File: src/rtl/vga_timing_gen.sv
// vga_timing_gen: VGA raster timing with a windowed pixel fetch port.
// Two registered stages keep sync, DE and RGB aligned at the pins.
//
// Ports:
//   clock, reset        system clock, synchronous active-high reset
//   iPixel              {R,G,B} for the coordinate requested one pixel earlier
//   iBorderEn           fill active area outside the window with iBorderColor
//   iBorderColor        border colour {R,G,B}
//   oPixEn              pixel-enable strobe, one clock wide
//   oPixReq             window coordinate valid (stage 1)
//   oWinCol, oWinRow    window coordinate, 0 when oPixReq is low
//   oPixel              RGB to DAC (stage 2)
//   oHSync, oVSync      syncs at the configured polarity (stage 2)
//   oDE                 active-video enable (stage 2)
//   oLineStart          pulse when stage 2 shows h = 0
//   oFrameStart         pulse when stage 2 shows h = 0, v = 0
//
// The window must lie inside the active area:
// WIN_X + WIN_W <= H_ACTIVE and WIN_Y + WIN_H <= V_ACTIVE.
module vga_timing_gen #(
  parameter int unsigned H_ACTIVE = 640,
  parameter int unsigned H_FP     = 16,
  parameter int unsigned H_SYNC   = 96,
  parameter int unsigned H_BP     = 48,
  parameter int unsigned V_ACTIVE = 480,
  parameter int unsigned V_FP     = 10,
  parameter int unsigned V_SYNC   = 2,
  parameter int unsigned V_BP     = 33,
  parameter bit          HS_POL   = 1'b0,
  parameter bit          VS_POL   = 1'b0,
  parameter int unsigned CLK_DIV  = 2,
  parameter int unsigned WIN_X    = 192,
  parameter int unsigned WIN_Y    = 112,
  parameter int unsigned WIN_W    = 256,
  parameter int unsigned WIN_H    = 256,
  parameter int unsigned COLOR_W  = 1,
  parameter int unsigned COORD_W  = 8
) (
  input  logic                   clock,
  input  logic                   reset,
  input  logic [3*COLOR_W-1:0]   iPixel,
  input  logic                   iBorderEn,
  input  logic [3*COLOR_W-1:0]   iBorderColor,
  output logic                   oPixEn,
  output logic                   oPixReq,
  output logic [COORD_W-1:0]     oWinCol,
  output logic [COORD_W-1:0]     oWinRow,
  output logic [3*COLOR_W-1:0]   oPixel,
  output logic                   oHSync,
  output logic                   oVSync,
  output logic                   oDE,
  output logic                   oLineStart,
  output logic                   oFrameStart
);

  localparam int unsigned H_TOT = H_ACTIVE + H_FP + H_SYNC + H_BP;
  localparam int unsigned V_TOT = V_ACTIVE + V_FP + V_SYNC + V_BP;
  localparam int unsigned H_W   = $clog2(H_TOT);
  localparam int unsigned V_W   = $clog2(V_TOT);
  localparam int unsigned D_W   = (CLK_DIV > 1) ? $clog2(CLK_DIV) : 1;

  localparam int unsigned HS_LO = H_ACTIVE + H_FP;
  localparam int unsigned HS_HI = H_ACTIVE + H_FP + H_SYNC;
  localparam int unsigned VS_LO = V_ACTIVE + V_FP;
  localparam int unsigned VS_HI = V_ACTIVE + V_FP + V_SYNC;

  logic [D_W-1:0] div;
  logic           pix_en;

  // With CLK_DIV = 1 the divider sits at 0 and pix_en stays high.
  assign pix_en = (div == D_W'(CLK_DIV - 1));
  assign oPixEn = pix_en;

  always_ff @(posedge clock) begin
    if (reset)       div <= '0;
    else if (pix_en) div <= '0;
    else             div <= div + 1'b1;
  end

  logic [H_W-1:0] h;
  logic [V_W-1:0] v;
  logic           h_last;
  logic           v_last;

  assign h_last = (h == H_W'(H_TOT - 1));
  assign v_last = (v == V_W'(V_TOT - 1));

  always_ff @(posedge clock) begin
    if (reset) begin
      h <= '0;
      v <= '0;
    end else if (pix_en) begin
      h <= h_last ? '0 : h + 1'b1;
      if (h_last)
        v <= v_last ? '0 : v + 1'b1;
    end
  end

  logic [31:0]        hx;
  logic [31:0]        vx;
  logic               de0;
  logic               hs0;
  logic               vs0;
  logic               hit0;
  logic [COORD_W-1:0] col0;
  logic [COORD_W-1:0] row0;

  assign hx   = 32'(h);
  assign vx   = 32'(v);
  assign de0  = (hx < H_ACTIVE) && (vx < V_ACTIVE);
  assign hs0  = (hx >= HS_LO) && (hx < HS_HI);
  assign vs0  = (vx >= VS_LO) && (vx < VS_HI);
  assign hit0 = (hx >= WIN_X) && (hx < WIN_X + WIN_W) &&
                (vx >= WIN_Y) && (vx < WIN_Y + WIN_H);
  assign col0 = COORD_W'(hx - WIN_X);
  assign row0 = COORD_W'(vx - WIN_Y);

  logic de1;
  logic hs1;
  logic vs1;
  logic lz1;
  logic fz1;

  always_ff @(posedge clock) begin
    if (reset) begin
      oPixReq <= 1'b0;
      oWinCol <= '0;
      oWinRow <= '0;
      de1     <= 1'b0;
      hs1     <= 1'b0;
      vs1     <= 1'b0;
      lz1     <= 1'b0;
      fz1     <= 1'b0;
    end else if (pix_en) begin
      oPixReq <= hit0;
      oWinCol <= hit0 ? col0 : '0;
      oWinRow <= hit0 ? row0 : '0;
      de1     <= de0;
      hs1     <= hs0;
      vs1     <= vs0;
      lz1     <= (h == '0);
      fz1     <= (h == '0) && (v == '0);
    end
  end

  logic [3*COLOR_W-1:0] pix2;

  // Window data wins; border only inside the active area.
  always_comb begin
    pix2 = '0;
    if (oPixReq)
      pix2 = iPixel;
    else if (de1 && iBorderEn)
      pix2 = iBorderColor;
  end

  always_ff @(posedge clock) begin
    if (reset) begin
      oPixel      <= '0;
      oDE         <= 1'b0;
      oHSync      <= ~HS_POL;
      oVSync      <= ~VS_POL;
      oLineStart  <= 1'b0;
      oFrameStart <= 1'b0;
    end else begin
      // Pulses last only for the clock that follows the strobe.
      oLineStart  <= pix_en & lz1;
      oFrameStart <= pix_en & fz1;
      if (pix_en) begin
        oPixel <= pix2;
        oDE    <= de1;
        oHSync <= hs1 ^ ~HS_POL;
        oVSync <= vs1 ^ ~VS_POL;
      end
    end
  end

endmodule
File: config.mk
export PLATFORM = sky130hd
export DESIGN_NAME = vga_timing_gen
export DESIGN_NICKNAME = d
export VERILOG_FILES = /design/src/rtl/vga_timing_gen.sv
export SDC_FILE = /design/constraint.sdc
export NUM_CORES = 1
export LEC_CHECK = 0
export CAP_MARGIN = 20
export CELL_PAD_IN_SITES_DETAIL_PLACEMENT = 0
export CELL_PAD_IN_SITES_GLOBAL_PLACEMENT = 1
export CORE_UTILIZATION = 25
export CTS_CLUSTER_SIZE = 24
export DETAILED_ROUTE_END_ITERATION = 6
export PLACE_DENSITY_LB_ADDON = 0.1
export SYNTH_ARGS = -nofsm -noshare
export SYNTH_HDL_FRONTEND = slang
export SYNTH_SLANG_ARGS = --single-unit
File: constraint.sdc
create_clock -name clock -period 3.6 [get_ports clock]
set_input_delay 0.72 -clock clock [delete_from_list [all_inputs] [get_ports clock]]
set_output_delay 0.72 -clock clock [all_outputs]
set_load 0.02 [all_outputs]
==> results of run 1 <==
[routing by layer]
metal | vias to the layer above | share of wire (%)
met5 | - | 0
met4 | 0 | 1.1
met3 | 5 | 5.3
met2 | 53 | 41
met1 | 829 | 52
li1 | 901 | -
[power groups by stage]
| stage | clock [mW] | combinational, mW | sequential (mW) |
|---|---|---|---|
| floorplan | 0 | 0.0326 | 0.597 |
| global placement | 0 | 0.0654 | 0.593 |
| detailed placement | 0 | 0.0649 | 0.593 |
| CTS | 0.386 | 0.0655 | 0.580 |
| global route | 0.414 | 0.0709 | 0.582 |
| finish | 0.370 | 0.0640 | 0.580 |
[critical path: cells and delay by family (launching register included)]
family / cells / cell delay [ps]
buf+inv: 2 / 950
flops: 1 / 330
[worst paths after layout]
check	startpoint	endpoint	slack, ps	depth (start not counted)
worst min register to register	lz1	lz1	460	1
worst max-delay path	oPixEn	oPixEn	1280	2
worst max register to register	h[4]	v[9]	1490	4
worst min-delay path	lz1	lz1	460	1
[kinds of logic (layout without fill, tap and decap cells)]
family	count (synthesis)	after routing	share of synthesized area (%)
buffers and inverters	30	58	5.70
AO/OA/AOI/OAI	42	42	13.7
AND/OR/NAND/NOR	89	89	21.3
XOR/XNOR	20	20	7.74
flip-flops	51	51	45.1
multiplexers	2	2	0.885
adder cells (fa/ha/maj)	10	10	5.53
[sequential cells by signal (all words and copies together) (netlist names)]
| signal | count |
|---|---|
| oLineStart | 1 |
| hs1 | 1 |
| v | 10 |
| oDE | 1 |
| fz1 | 1 |
| oFrameStart | 1 |
| oPixReq | 1 |
| oPixEn | 1 |
| vs1 | 1 |
| oWinCol | 8 |
| oHSync | 1 |
| lz1 | 1 |
| oWinRow | 8 |
| de1 | 1 |
| h | 10 |
| oVSync | 1 |
| oPixel | 3 |
[area by class of cell]
class                           instances  area share (%)
Clock buffer                            8            3.59
Sequential cell                        51            36.6
Tap cell                              108            4.85
Timing Repair Buffer                   39            13.6
Inverter                               11            1.48
Multi-Input combinational cell        163            39.9
[per-stage QoR]
stage	setup WS [ps]	instances	hold slack (ps)	cell area [um2]	power [mW]
after global placement	1330	372	429	2690	0.658
after CTS	1260	380	461	2790	1.03
after global routing	1190	380	473	2790	1.07
after floorplan	1710	244	418	2260	0.629
after detailed placement	1300	372	436	2690	0.658
final	1280	380	455	2790	1.01
[cells in the final DEF (no fill, tap or decap), types with 2 or more instances in the layout]
cell,netlist,layout
a21o_1,2,2
a21oi_1,5,5
a22o_1,15,15
and3_1,2,2
and3b_1,2,2
buf_4,0,5
clkbuf_8,0,7
clkdlybuf4s50_1,0,34
dfxtp_1,51,51
ha_1,10,10
inv_1,11,11
mux2i_1,2,2
nand2_1,16,16
nand2b_1,5,5
nand3_1,8,8
nand4_1,7,7
nand4b_1,2,2
nor2_1,24,24
nor3_1,7,7
nor4_1,8,8
o211ai_1,4,4
o21ai_0,9,9
or3_1,2,2
xnor2_1,13,13
xor2_1,7,7
==> flow_summary.toml, run 1 <==
[floorplanning]
core_um2 = 8720
floorplan.initialDensity_pct = 25.9
num_io_pins = 35
die_w_um = 97.1
fp.dieH_um = 97.1
die-area_um2 = 9430
rows = 34

[worst_setup_path]
cp-start-kind = "register"
cp_cell_sequence = "buf_4 -> clkdlybuf4s50_1"
cp-end-kind = "output pin"
critPathMaxStageDelay_ps = 660
required_ps = 2880
crit_slowest_cell = "clkdlybuf4s50_1"
critPathMaxFanout = 29
cp_data_arrival_time_ps = 1600
path_class = "reg -> out"

[place]
io_buffers = 34
routabilityCongestion = 0.762
hpwl_mm = 3.96

[cts]
post_cts_buffers = 0
clk_pin_slew_ps = 100
cts_made_buffers = 5
ctsRootBufferMaster = "clkbuf_8"
cts_hold_buf = 0
cts_num_sinks = 51
insertion_delay_ps = 310
htree_levels = 2
cts_resized = 0
cts_tree = "yes"
clockBufferDepth = 2

[layout]
final_core_util_pct = 32.0
diodes = 0
drive_above_1_share_pct = 7.35
fin_nets = 290
fill_cells = 909
multi_input_area_um2 = 1110
syn_to_final_growth_pct = 23.2
final-seq-area_um2 = 1020

[power_and_ir_drop]
p_int_mw = 0.779
cellLeakagePower_nw = 0.966
switching_share_pct = 23.1
vdd_drop_max_mv = 0.132
comb_power_share_pct = 6.3
p_clk_share_pct = 36.5
p_per_area_nw_per_um2 = 364
power_switching_mw = 0.234
seqPwrFrac_pct = 57.2

[global_route]
grt_antenna_before_repair = 0
use_met1_pct = 19.2
grt_max_degree = 30
gr-total-overflow = 0
use_met3_pct = 3.81
gr-max-usage-layer = "met1"
use_met2_pct = 18.3
grt_pass1_wl_mm = 9.70
track_usage_pct = 13.1
grt_pass1_vias = 1707

[logic_synthesis]
synth_ff_type = "dfxtp_1"
synth.top_cell.area_share_pct = 45.1
ys_ff_latch = 51
syn_nets = 263
yosys_warnings = 0
synth_most_common_cell = "dfxtp_1"
synth_area_leader_cell = "dfxtp_1"
synth_commonest_cells = "dfxtp_1 (51), nor2_1 (24), nand2_1 (16)"
syn_area_um2 = 2260
synth-edff-count = 0
synth_area_per_cell_um2 = 9.27
synth-async-reset-ratio_pct = 0
synth_cell_types = 40
synthCells = 244
ys_top_cells_by_area = "dfxtp_1 (45%), a22o_1 (5.8%), ha_1 (5.5%)"
seq_area_frac_synth_pct = 45.1

[sta]
tightest_slew_ps = 456
slew_headroom_pct = 69.3
final_hold_viol_count = 0
fin_skew_ps = 6.22
max_freq_ghz = 0.431
min_period_ps = 2320
finalSetupTns_ps = 0
fin_crit_sh_pct = 64.4
rsz0062_at_grt = "no"
finalSetupViolations = 0
slew_violations = 0

[detailed_routing]
dr.pass1.iters = 4
drc = 0
detail-route-antenna-nets = 0
vias_per_cell = 4.71
first_iter_violations = 103
drt-total-wl_mm = 5.81
avgRoutedWirePerCell_um = 15.3
num_vias = 1788

[outcome]
status = "finished clean"

[flow_run]
drv_cap = 0

[min_path]
hp-class = "reg -> reg"
(Power assumes the default switching activity.)
==> inputs of run 2 (changes only) <==
==> constraint.sdc (replaced) <==
create_clock -name clock -period 2.05 [get_ports clock]
set_input_delay 0.41 -clock clock [delete_from_list [all_inputs] [get_ports clock]]
set_output_delay 0.41 -clock clock [all_outputs]
set_load 0.02 [all_outputs]
==> flow_summary.toml, run 2 (synthesis gave the netlist of run 1 again) <==
[outcome]
status = "finished clean"

[sta]
tightest_slew_ps = 426
fin_hold_ws_ps = 464
final_hold_viol_count = 0
max_freq_ghz = 0.511
slew_violations = 0
min_period_ps = 1960
rsz0062_at_grt = "no"
slew_headroom_pct = 71.3
fin_crit_sh_pct = 95.4
fin_skew_ps = 5.80
finalSetupViolations = 0
finalSetupTns_ps = 0

[worst_setup_path]
path_class = "reg -> reg"
cp-end-kind = "register"
critPathMaxFanout = 5
cp_data_arrival_time_ps = 2210
required_ps = 2300
cp-start-kind = "register"

[place]
placed_area_um2 = 2860
hpwl_mm = 4.34
dp_cells = 393
routabilityCongestion = 0.743
io_buffers = 34

[detailed_routing]
num_vias = 1826
vias_per_cell = 4.55
avgRoutedWirePerCell_um = 14.9
drc = 0
dr.pass1.iters = 4
first_iter_violations = 88
drt-total-wl_mm = 5.97
detail-route-antenna-nets = 0

[flow_run]
drv_cap = 0

[floorplanning]
die_w_um = 97.1
fp.dieH_um = 97.1
num_io_pins = 35
rows = 34
floorplan.initialDensity_pct = 25.9
die-area_um2 = 9430
core_um2 = 8720

[cts]
clk_pin_slew_ps = 90
cts_resized = 0
cts_tree = "yes"
post_cts_buffers = 0
clockBufferDepth = 2
htree_levels = 2
cts_num_sinks = 51
cts_made_buffers = 5
ctsRootBufferMaster = "clkbuf_8"
insertion_delay_ps = 310
cts_hold_buf = 0

[global_route]
grt_pass1_wl_mm = 10.1
gr-total-overflow = 0
grt_pass1_vias = 1841
grt_antenna_before_repair = 0
grt_max_degree = 18
track_usage_pct = 13.7

[power_and_ir_drop]
vdd_drop_max_mv = 0.246
p_per_area_nw_per_um2 = 631
cellLeakagePower_nw = 1.09

[layout]
fill_cells = 893
final-seq-area_um2 = 1020
final_common_cell = "dfxtp_1"
syn_to_final_growth_pct = 31.6
final_cells = 401
most-common-layout-cells = "dfxtp_1 (50), clkdlybuf4s50_1 (34), buf_4 (25)"
reg_top3 = "h: 10 flops, v: 10 flops"
diodes = 0
drive_above_1_share_pct = 14.7
fin_nets = 311
fin_area_um2 = 2980
multi_input_area_um2 = 1110

[min_path]
hp-class = "reg -> reg"
## run 2: cell count changes in the layout (fill, tap and decap cells not counted)
cell / before / now
buf_12: 0 / 1
buf_4: 5 / 25
bufinv_16: 0 / 1
clkbuf_1: 1 / 0
clkbuf_8: 7 / 6
clkinv_2: 0 / 1
dfxtp_1: 51 / 50
dfxtp_2: 0 / 1
## run 2: path summary, 6_finish.rpt
path	from	end	slack, ps	cells past startpoint
worst max-delay path	h[6]	v[9]	90	6
worst min-delay path	lz1	lz1	460	1
worst max register to register	h[6]	v[9]	90	6
worst min register to register	lz1	lz1	460	1
## run 2: final cells by class
cell class                 count  share of cell area, %
sequential                    51                   34.3
inverter                      11                   1.39
tap                          108                   4.54
clock buffer                   6                   2.77
clock inverter                 2                   1.18
timing repair buffer          60                   18.4
multi-input combinational    163                   37.4
## run 2: layer usage
layer | up-vias | global-route usage (%) | share of wire, %
met5 | - | 0 | 0
li1 | 946 | - | -
met4 | 0 | 4.13 | 1.3
met1 | 824 | 19.4 | 52
met2 | 51 | 20.5 | 42
met3 | 5 | 3.24 | 4.7
## run 2: per-stage QoR
step	power (mW)	utilization (%)	worst slack [ps]
2_1_floorplan	1.11	-	168
3_3_place_gp	1.17	32.8	133
3_5_place_dp	1.17	32.8	110
4_1_cts	1.92	34.1	35.1
5_1_grt	1.97	34.1	8.30
6_report	1.88	34.1	94.2
## run 2: critical path: stages, from the launching register on
cell	delay (ps)
dfxtp_1	350
inv_1	110
ha_1	220
nand4b_4	130
or4_4	580
or3_1	370
a21oi_2	130
## run 2: report_power, final
part | total [mW] | switching [mW] | internal [mW]
sequential | 1.02 | 0.0155 | 1.01
clock | 0.738 | 0.343 | 0.395
combinational | 0.119 | 0.0584 | 0.0601
total | 1.88 | 0.417 | 1.46
==> inputs of run 3 (changes only) <==
--- a/config.mk
+++ b/config.mk
@@ -12,6 +12,7 @@
 export CTS_CLUSTER_SIZE = 24
 export DETAILED_ROUTE_END_ITERATION = 6
 export PLACE_DENSITY_LB_ADDON = 0.1
+export SLEW_MARGIN = 30
 export SYNTH_ARGS = -nofsm -noshare
 export SYNTH_HDL_FRONTEND = slang
 export SYNTH_SLANG_ARGS = --single-unit
==> results of run 3 <==
No change in the layout: final DEF, timing and power equal those of run 2.
